File: src/rtl/systolic_job_dispatcher.sv
// rtl/systolic_job_dispatcher.sv - job FIFO and launch/monitor FSM feeding the systolic NPU core
module systolic_job_dispatcher #(
  parameter int DEPTH   = 4,
  parameter int N_MAX   = 4,
  parameter int ADDR_W  = 12,
  parameter int TIMEOUT = 1023
) (
  input  logic                       clk,
  input  logic                       rst,
  input  logic                       job_valid,
  output logic                       job_ready,
  input  logic [ADDR_W-1:0]          job_addr_a,
  input  logic [ADDR_W-1:0]          job_addr_b,
  input  logic [ADDR_W-1:0]          job_addr_c,
  input  logic [3:0]                 job_n,
  input  logic [3:0]                 job_tag,
  output logic [ADDR_W-1:0]          addr_A,
  output logic [ADDR_W-1:0]          addr_B,
  output logic [ADDR_W-1:0]          addr_C,
  output logic [3:0]                 n,
  output logic                       new_data,
  input  logic                       core_done,
  output logic                       busy,
  output logic [$clog2(DEPTH):0]     fifo_count,
  output logic                       job_done,
  output logic [3:0]                 done_tag,
  output logic [15:0]                last_cycles,
  output logic                       timeout_err,
  output logic                       invalid_err,
  output logic [15:0]                jobs_completed
);

  localparam int PTR_W = $clog2(DEPTH);
  localparam int CNT_W = PTR_W + 1;

  typedef enum logic [2:0] {IDLE, LAUNCH, WAIT_CLEAR, RUN, REPORT} state_t;

  typedef struct packed {
    logic [ADDR_W-1:0] a;
    logic [ADDR_W-1:0] b;
    logic [ADDR_W-1:0] c;
    logic [3:0]        n;
    logic [3:0]        tag;
  } job_t;

  job_t              mem [DEPTH];
  job_t              head;
  logic [PTR_W-1:0]  wr_ptr;
  logic [PTR_W-1:0]  rd_ptr;
  logic [CNT_W-1:0]  count;
  state_t            state;
  state_t            state_nx;
  logic [15:0]       cycles;
  logic              push;
  logic              pop;
  logic              load;
  logic              reject;
  logic              abort;
  logic              finish;
  logic              head_ok;

  assign head       = mem[rd_ptr];
  assign head_ok    = (head.n != 4'd0) && (head.n <= 4'(N_MAX));
  assign job_ready  = (count < CNT_W'(DEPTH));
  assign push       = job_valid && job_ready;
  assign fifo_count = count;
  assign new_data   = (state == LAUNCH);
  assign job_done   = (state == REPORT);
  assign busy       = (state != IDLE);

  always_comb begin
    state_nx = state;
    pop      = 1'b0;
    load     = 1'b0;
    reject   = 1'b0;
    abort    = 1'b0;
    finish   = 1'b0;
    case (state)
      IDLE: begin
        if (count != '0) begin
          pop = 1'b1;
          if (head_ok) begin
            load     = 1'b1;
            state_nx = LAUNCH;
          end else begin
            reject = 1'b1;
          end
        end
      end
      LAUNCH: state_nx = WAIT_CLEAR;
      // a done level still high from the previous job must drop before we trust it
      WAIT_CLEAR: begin
        if (!core_done) begin
          state_nx = RUN;
        end else if (cycles >= 16'(TIMEOUT)) begin
          abort    = 1'b1;
          state_nx = IDLE;
        end
      end
      RUN: begin
        if (core_done) begin
          finish   = 1'b1;
          state_nx = REPORT;
        end else if (cycles >= 16'(TIMEOUT)) begin
          abort    = 1'b1;
          state_nx = IDLE;
        end
      end
      REPORT:  state_nx = IDLE;
      default: state_nx = IDLE;
    endcase
  end

  always_ff @(posedge clk) begin
    if (push) begin
      mem[wr_ptr] <= '{a: job_addr_a, b: job_addr_b, c: job_addr_c, n: job_n, tag: job_tag};
    end
  end

  always_ff @(posedge clk) begin
    if (rst) begin
      state          <= IDLE;
      wr_ptr         <= '0;
      rd_ptr         <= '0;
      count          <= '0;
      cycles         <= '0;
      addr_A         <= '0;
      addr_B         <= '0;
      addr_C         <= '0;
      n              <= '0;
      done_tag       <= '0;
      last_cycles    <= '0;
      timeout_err    <= 1'b0;
      invalid_err    <= 1'b0;
      jobs_completed <= '0;
    end else begin
      state <= state_nx;
      if (push) wr_ptr <= wr_ptr + 1'b1;
      if (pop)  rd_ptr <= rd_ptr + 1'b1;
      case ({push, pop})
        2'b10:   count <= count + 1'b1;
        2'b01:   count <= count - 1'b1;
        default: count <= count;
      endcase
      if (pop) done_tag <= head.tag;
      if (load) begin
        addr_A <= head.a;
        addr_B <= head.b;
        addr_C <= head.c;
        n      <= head.n;
      end
      // cycle k after the launch cycle reads k while waiting for the core
      if (state == LAUNCH) begin
        cycles <= 16'd1;
      end else if ((state == WAIT_CLEAR) || (state == RUN)) begin
        cycles <= cycles + 16'd1;
      end
      invalid_err <= reject;
      timeout_err <= abort;
      if (finish) begin
        last_cycles <= cycles + 16'd1;
        if (jobs_completed != 16'hFFFF) jobs_completed <= jobs_completed + 16'd1;
      end
    end
  end

endmodule

File: config.mk
export PLATFORM = sky130hd
export DESIGN_NAME = systolic_job_dispatcher
export DESIGN_NICKNAME = d
export VERILOG_FILES = /design/src/rtl/systolic_job_dispatcher.sv
export SDC_FILE = /design/constraint.sdc
export NUM_CORES = 1
export LEC_CHECK = 0
export ABC_CLOCK_PERIOD_IN_PS = 3120
export CAP_MARGIN = 20
export CORE_MARGIN = 1.5
export CORE_UTILIZATION = 40
export DETAILED_ROUTE_END_ITERATION = 8
export MAX_ROUTING_LAYER = met4
export PLACE_DENSITY_LB_ADDON = 0.08
export SLEW_MARGIN = 20
export SYNTH_ARGS = -nofsm -noshare
export SYNTH_HDL_FRONTEND = slang
export SYNTH_SLANG_ARGS = --single-unit
File: constraint.sdc
create_clock -name clk -period 3.12 [get_ports clk]
set_clock_uncertainty 0.15 [all_clocks]
set_input_delay 0.468 -clock clk [delete_from_list [all_inputs] [get_ports clk]]
set_output_delay 0.468 -clock clk [all_outputs]
set_load 0.005 [all_outputs]
==> results of run 1 <==
worst reg2reg max path: stages (launching register included):
cell and delay, ns:
dfxtp_4 0.40, mux4_2 0.54, or3_1 0.39, nor3_4 0.22, buf_4 0.40, mux2i_1 0.25
nor2_1 0.05
area by class of cell:
class                      instances  area, um^2  share of cell area
sequential                       282        7410               0.549
multi-input combinational        386        3170               0.235
timing repair buffer             151        1470               0.109
clock buffer                      38         831              0.0616
tap                              341         427              0.0316
clock inverter                    18         116             0.00862
inverter                          15        56.3             0.00417
antenna                            3        7.51            0.000556
layer usage:
metal	global-route usage	vias up	wire length (um)	part of all wire
met5	-	-	0	0
met3	0.0352	32	1090	0.048
met2	0.285	153	11000	0.49
met1	0.202	3069	9860	0.44
met4	0.0462	0	482	0.021
li1	-	2976	-	-
path summary, 6_finish.rpt:
| check | startpoint | end | cells after the start |
|---|---|---|---|
| setup reg to reg | register | addr_A[7]$_SDFFE_PP0P_ | 6 |
| hold / removal | rst | wr_ptr[0]$_SDFFE_PP0P_ | 2 |
| hold reg to reg | last_cycles[1]$_SDFFE_PP0P_ | last_cycles[1]$_SDFFE_PP0P_ | 2 |
| setup / recovery | state[0]$_SDFFE_PP0P_ | new_data | 4 |
power groups by stage:
stage	logic [uW]	clock network [uW]	registers, uW
finish	2330	3350	4700
global route	2550	3610	4750
CTS	2380	3460	4710
detailed placement	2370	0	4780
global placement	2330	0	4760
floorplan	1540	0	4710
synthesized netlist by cell type, types with 6 or more instances:
library cell and count:
inv_1 15, nand2_1 20, dfxtp_1 106, xnor2_1 35, edfxtp_1 176, xor2_1 11, clkbuf_1 26, nand4_1 6
a21oi_1 14, or3_1 7, nor2_1 106, ha_1 7, mux4_2 44, nand3_1 10, a211oi_1 17, nor3_1 15
nor4_1 9, mux2i_1 42
logic make-up (layout without fill, tap and decap cells):
family / count (synthesis) / in the layout / share of synthesized area
AOI/OAI and AO/OA: 49 / 49 / 0.0305
muxes: 86 / 86 / 0.130
buffers and inverters: 52 / 222 / 0.0240
xor gates and xnor gates: 46 / 46 / 0.0372
adders and majority gates: 8 / 8 / 0.00994
and+or+nand+nor: 197 / 197 / 0.0836
other: 0 / 3 / 0
DFF: 282 / 282 / 0.684
registers in the layout, summed over array words and instances, names as in the netlist, 3 cells and up, named ones only:
register,count
last_cycles,16
state,3
done_tag,4
jobs_completed,16
mem,176
fifo_count,3
addr_B,12
addr_A,12
n,4
cycles,16
addr_C,12
through the flow:
| stage | instance area [um^2] | worst slack, ns |
|---|---|---|
| 5_1_grt | 13500 | 0.258 |
| 3_5_place_dp | 12500 | 0.552 |
| 3_3_place_gp | 12500 | 0.598 |
| 6_report | 13500 | 0.382 |
| 2_1_floorplan | 10800 | 0.313 |
| 4_1_cts | 13500 | 0.370 |
placed cells by master, fill, tap and decap left out, drive strengths merged, types with 3 or more instances in the layout:
master,instances
nand4,6
xor2,11
buf,20
and2,5
a21oi,14
clkdlybuf4s50,131
mux4,44
or2,3
xnor2,35
or3,7
a211oi,17
nor2,106
inv,15
dfxtp,106
nor4,9
ha,7
nor3,16
clkinv,17
and3,4
edfxtp,176
clkbuf,38
diode,3
mux2i,42
nand3,10
o21ai,4
nand2,20
==> results list, run 1 <==
* Result of the run: finished, final reports clean
- Sequence of cells on the critical path: inv_1 > or3_1 > inv_1 > clkdlybuf4s50_1
* Type of the most critical hold path: input pin to register
- In the synthesized netlist the dominant register cell turns out to be edfxtp_1.
- The final layout contains routed wiring with a total length of ~22 mm.
* Post-detailed-route count of antenna-violating nets: 0
* CP most frequent cell: inv_1
* Worst-path clk slew: 0.05 ns
- Final period util: 0.878
* Maximum single-stage delay on the critical path: just under 0.5 ns
- Type of destination of the critical path: primary output
- Power per cell area: slightly below 800 nW/um^2
- Average size of a mapped cell: roughly 15 um^2
- Of the total power, the share spent switching nets is 0.264.
* Part of the total power dissipated in sequential elements: 0.453
- After detailed routing, the average wire length per cell comes to 18.2 um.
- TritonCTS built the clock tree.
- The die is ~170 um tall.
* Final RePlAce weighted congestion: 0.853
- Tot Pwr: a little over 10000 uW
- After synthesis the cells add up to approximately 11000 um^2.
- Entering global routing, the biggest net connects 52 pins.
* Slew at the pin closest to its max-slew limit: about 0.56 ns
- Post-CTS setup repair buffer count: 0
* Leakage Power: around 0.0044 uW
* Antenna violations before repair: 3
* Cell Count, Final, Fillers Out: 1234
- For this block, the via count after detailed routing is just over 6000.
- Via count of the first global-routing pass: 6515
- Data on the critical path arrives at its endpoint at about 2.1 ns.
- Initial DRT Pass Iterations: 4
* Clk Tree Root Cell: clkbuf_16
- Startpoint-to-endpoint class of the critical path: register to primary output
- Setup TNS after final layout: 0 ns
- Syn Inst Count: 720
- In this run, synthesis produced a sequential element count of around 280.
- Gate family responsible for the most delay along the worst path: buffers and inverters
* Internal power: between 7000 and 8000 uW
* TritonCTS Buffers: 30
- Number of H-tree levels: 1
- At the worst endpoint, the required time is ~2.5 ns.
- For this run, design rule violations remaining after detail routing come to 0.
- Post-synth top area cell: edfxtp_1
- In the final layout, the share of cells above drive strength 1 is 0.134.
* Power share of the clock group: 0.323
* Initial core utilization: 0.405
* Maximum fanout along the worst path: 7
- Number of cells in the design after placement: around 1200
* Max VDD drop: 0.000527 V
- Layout overhead on the synthesized area: 24.6%
- Post-synth net total: 776
- MaxCap Viol Count: 0
- The floorplan has 60 rows.
* Final Max Slew Viols: 0
* Share of Yosys cell area claimed by the top area cell type: 0.488
- Highest clock rate: 0.365 GHz
- Setup Viol. Count Final: 0
- DRC marker count from the first detailed-route iteration: slightly below 400
- Number of buffer and inverter stages on the critical path: 3
- CTS saw 282 sinks.
- Once the clock tree was built, the resizer swapped 0 gates to a different size.
- Summed over all layers, the global routing overflow is 0.
* Number of warnings reported in the yosys synthesis log: 0
- End-of-flow core utilization: 0.505
- In this run the count of I/O pins placed on the die edge is roughly 130.
- Sequential share of the synthesized area: 0.684
- After legalization and detailed placement, the total HPWL measured ~14 mm.
- Summed over all nets, the switching power comes to 2740 uW.
- For this design, the slowest cell found on the critical path is clkdlybuf4s50_1.
* Crit path launch type: register
- Die Footprint: 28100 um^2
* Count of unique library cells instantiated by Yosys: 46
- Number of buffers added on ports: approximately 130
* Fraction of registers with async set or reset after synthesis: 0
- Number of endpoints with negative hold slack in the final report: 0
* Number of buffers between clock root and the deepest sink: 3
* Relative slew slack: 0.625
* RSZ-0062 raised after global routing: false
- In this run, synthesis inferred approximately 180 flip-flops with an integrated enable.
- After clock tree synthesis, the flow added hold-fix buffers numbering 0.
- Slack of the worst reg-to-reg path: about 0.6 ns
- Biggest area contributors in the synthesized netlist: edfxtp_1, dfxtp_1, mux4_2
- After filler insertion, the fill cell instance count of the layout stands at 2253.
- At the end of the flow, the number of nets in the layout was between 900 and 1000.
* Clock latency reported for the late side of the worst-skew pair: ~0.56 ns
* Tightest hold margin: 0.230 ns
- Overall routing resource usage: 0.167
* Routed vias/inst: between 5 and 6
- The clock period could shrink to 2.74 ns.
- Placeable core region: about 27000 um^2
- The first global-routing pass estimated 35.4 mm of wire.
* Comb pwr share: 0.224
- Measured along the x axis, the die boundary spans 168 um.
Power figures use the tool's default switching activity.
==> run 2, diff against run 1 <==
--- a/config.mk
+++ b/config.mk
@@ -11,7 +11,7 @@
 export CORE_UTILIZATION = 40
 export DETAILED_ROUTE_END_ITERATION = 8
 export MAX_ROUTING_LAYER = met4
-export PLACE_DENSITY_LB_ADDON = 0.08
+export PLACE_DENSITY = 0.65
 export SLEW_MARGIN = 20
 export SYNTH_ARGS = -nofsm -noshare
 export SYNTH_HDL_FRONTEND = slang
==> run 2 against run 1 <==
Net effect: clock power rose by 5%; wire length fell by 6.3%; first-iteration DRC count fell by 15%; clock-buffer cell count fell by 1; core utilization rose by 0.30 points; sequential power barely moved; register-to-register slack got worse by 0.09 ns; critical path depth did not move; sequential cell count did not move.
==> results list, run 2 (same netlist as run 1, synthesis figures left out) <==
- Result of the run: finished, final reports clean
* Die width: about 170 um
- The via count of the first global-routing pass came to a little over 6000.
- Antenna violations before repair: 2
- Power per cell area: between 700 and 800 nW/um^2
- Summed over all nets, the half-perimeter wirelength after detailed placement is roughly 13 mm.
- After clock tree synthesis, the repair step resized 0 gates.
* Fraction of layout instances using a drive strength above 1: 0.129
- TritonCTS Buffers: 30
* Data arrival time of the critical path: 2.13 ns
- The count of buffers added on input and output ports is around 130.
* Maximum number of pins on one net before global-route repair: about 50
* Number of cells in the design after placement: 1173
- Highest clock rate: 0.365 GHz
- The largest individual stage delay along the critical path comes from the cell clkdlybuf4s50_1.
* TritonCTS clock tree: yes
- In this run the vertical extent of the chip is 168 um.
- Placeable core region: ~27000 um^2
- Die Footprint: around 28000 um^2
- Final Max Slew Viols: 0
- The count of final hold-check violations came to 0.
* Initial core utilization: 0.405
* DRC marker count from the first detailed-route iteration: around 330
- After clock tree synthesis, the clock-pin slew on the worst setup and hold paths is about 0.06 ns.
- Post-CTS setup repair buffer count: 0
- Largest register by flop count: mem
* Part of the total power dissipated in sequential elements: 0.449
- MaxCap Viol Count: 0
- Relative to the synthesized area, the layout overhead comes to 25.4%.
* Clock latency reported for the late side of the worst-skew pair: about 0.56 ns
* Number of nets in the final layout: roughly 900
- Number of buffers between clock root and the deepest sink: 3
* Largest register FFs: ~180
* First-pass GRT wire length: between 30 and 40 mm
- For this run, the total global-route usage over all layers was measured as 0.157.
- Total number of vias: around 6000
- Number of placement rows: 60
* Number of buffer and inverter stages on the critical path: 3
- Slew at the pin closest to its max-slew limit: between 0.5 and 0.6 ns
- At the placement stage, the worst setup path has a slack of approximately 0.45 ns.
- Across the VDD grid, the largest voltage drop is just under 0.0005 V.
- Psw: between 2000 and 3000 uW
* Total DRC errors in the routed layout: 0
* Number of H-tree levels: 1
- The tightest min-delay check is of the input pin to register type.
* Final worst-path setup slack: between 0.3 and 0.4 ns
- The most numerous cell type found on the critical path is inv_1.
- Final RePlAce weighted congestion: 0.820
- Leakage Power: approximately 0.0044 uW
- The share of total power dissipated in the clock network is 0.334.
- Area of all sequential standard cells: approximately 7400 um^2
- RSZ-0062 raised after global routing: false
- Of the total power, the share spent switching nets is 0.258.
* Post-detailed-route count of antenna-violating nets: 0
- Initial DRT Pass Iterations: 5
* TritonCTS Sinks: 282
* Routed vias/inst: around 5.0
- Grt ovf: 0
- After routing, the total negative slack on setup checks comes to 0 ns.
* Startpoint-to-endpoint class of the critical path: register to primary output
- Area taken by multi-input logic gates: roughly 3200 um^2
* Internal power: roughly 7800 uW
- Relative slew slack: 0.621
- On the worst path, the slowest cell contributes a delay of approximately 0.49 ns.
* Sequence of cells on the critical path: inv_1 > or3_1 > inv_1 > clkdlybuf4s50_1
- Final period util: 0.879
- Setup Viol. Count Final: 0
* Type of destination of the critical path: primary output
- In this design, the largest share of critical-path delay is due to buffers and inverters.
* Cell Count, Final, Fillers Out: around 1200
- End-of-flow core utilization: 0.508
- Tmin final: roughly 2.7 ns
- After layout, the design draws a total of approximately 11000 uW.
- Comb pwr share: 0.217
- Leaving out fill and tap cells, the most frequent cell in the layout is edfxtp_1.
- I/O pin total: 133
* Most used cells in the layout excluding fill and tap cells: edfxtp_1, clkdlybuf4s50_1, nor2_1
* WP data required: ~2.5 ns
* # fillers: around 2300
- Clk Tree Root Cell: clkbuf_16
* Final wirelength: ~21 mm
* Crit path launch type: register
* Maximum fanout along the worst path: 7
- The number of hold buffers added after CTS was 0.
* Post-DR wirelength/cell: 17.1 um
run 2: cell types whose count changed in the layout (fill, tap and decap cells not counted), sizes merged:
| cell | before | now |
|---|---|---|
| bufinv | 1 | 4 |
| clkinv | 17 | 11 |
| diode | 3 | 2 |
| clkbuf | 38 | 37 |
| buf | 20 | 18 |
| clkinvlp | 0 | 2 |
run 2: final cells by class:
type	instances	area share
multi-input cells	386	0.233
well taps	341	0.0314
clock inverters	17	0.0153
flip-flops and latches	282	0.546
clock buffers	37	0.0580
inverters	15	0.00415
diodes	2	0.000369
repair buffers	149	0.111
run 2: worst register-to-register path: stages (launching register included):
cell and delay (ns):
dfxtp_4 0.51, mux4_2 0.59, or3_1 0.39, nor3_4 0.27
buf_4 0.29, mux2i_1 0.24, nor2_1 0.06
run 2: stage by stage:
stage               hold slack (ns)  area (um^2)
CTS                           0.204        13600
finish                        0.216        13600
floorplan                     0.303        10800
global route                  0.234        13600
global placement              0.303        12600
detailed placement            0.310        12600
run 2: path summary, 6_finish.rpt:
| check | from | to | slack [ns] | cells past startpoint |
|---|---|---|---|---|
| min reg2reg | last_cycles[1]$_SDFFE_PP0P_ | last_cycles[1]$_SDFFE_PP0P_ | 0.31 | 2 |
| max | state[0]$_SDFFE_PP0P_ | new_data | 0.38 | 4 |
| min | rst | addr_C[10]$_SDFFE_PP0P_ | 0.22 | 2 |
| max reg2reg | register | addr_A[5]$_SDFFE_PP0P_ | 0.50 | 6 |
run 2: per-layer routing:
metal / vias up / global-route usage / share of wire
li1: 2977 / - / -
met1: 3026 / 0.201 / 0.45
met2: 145 / 0.258 / 0.48
met3: 37 / 0.0295 / 0.046
met4: 0 / 0.0419 / 0.028
met5: - / - / 0
run 2: power groups by stage:
| stage | clock [uW] | combinational (uW) | sequential [uW] |
|---|---|---|---|
| floorplan | 0 | 1540 | 4710 |
| CTS | 3630 | 2330 | 4740 |
| global placement | 0 | 2290 | 4810 |
| finish | 3520 | 2280 | 4730 |
| global route | 3750 | 2510 | 4790 |
| detailed placement | 0 | 2330 | 4810 |
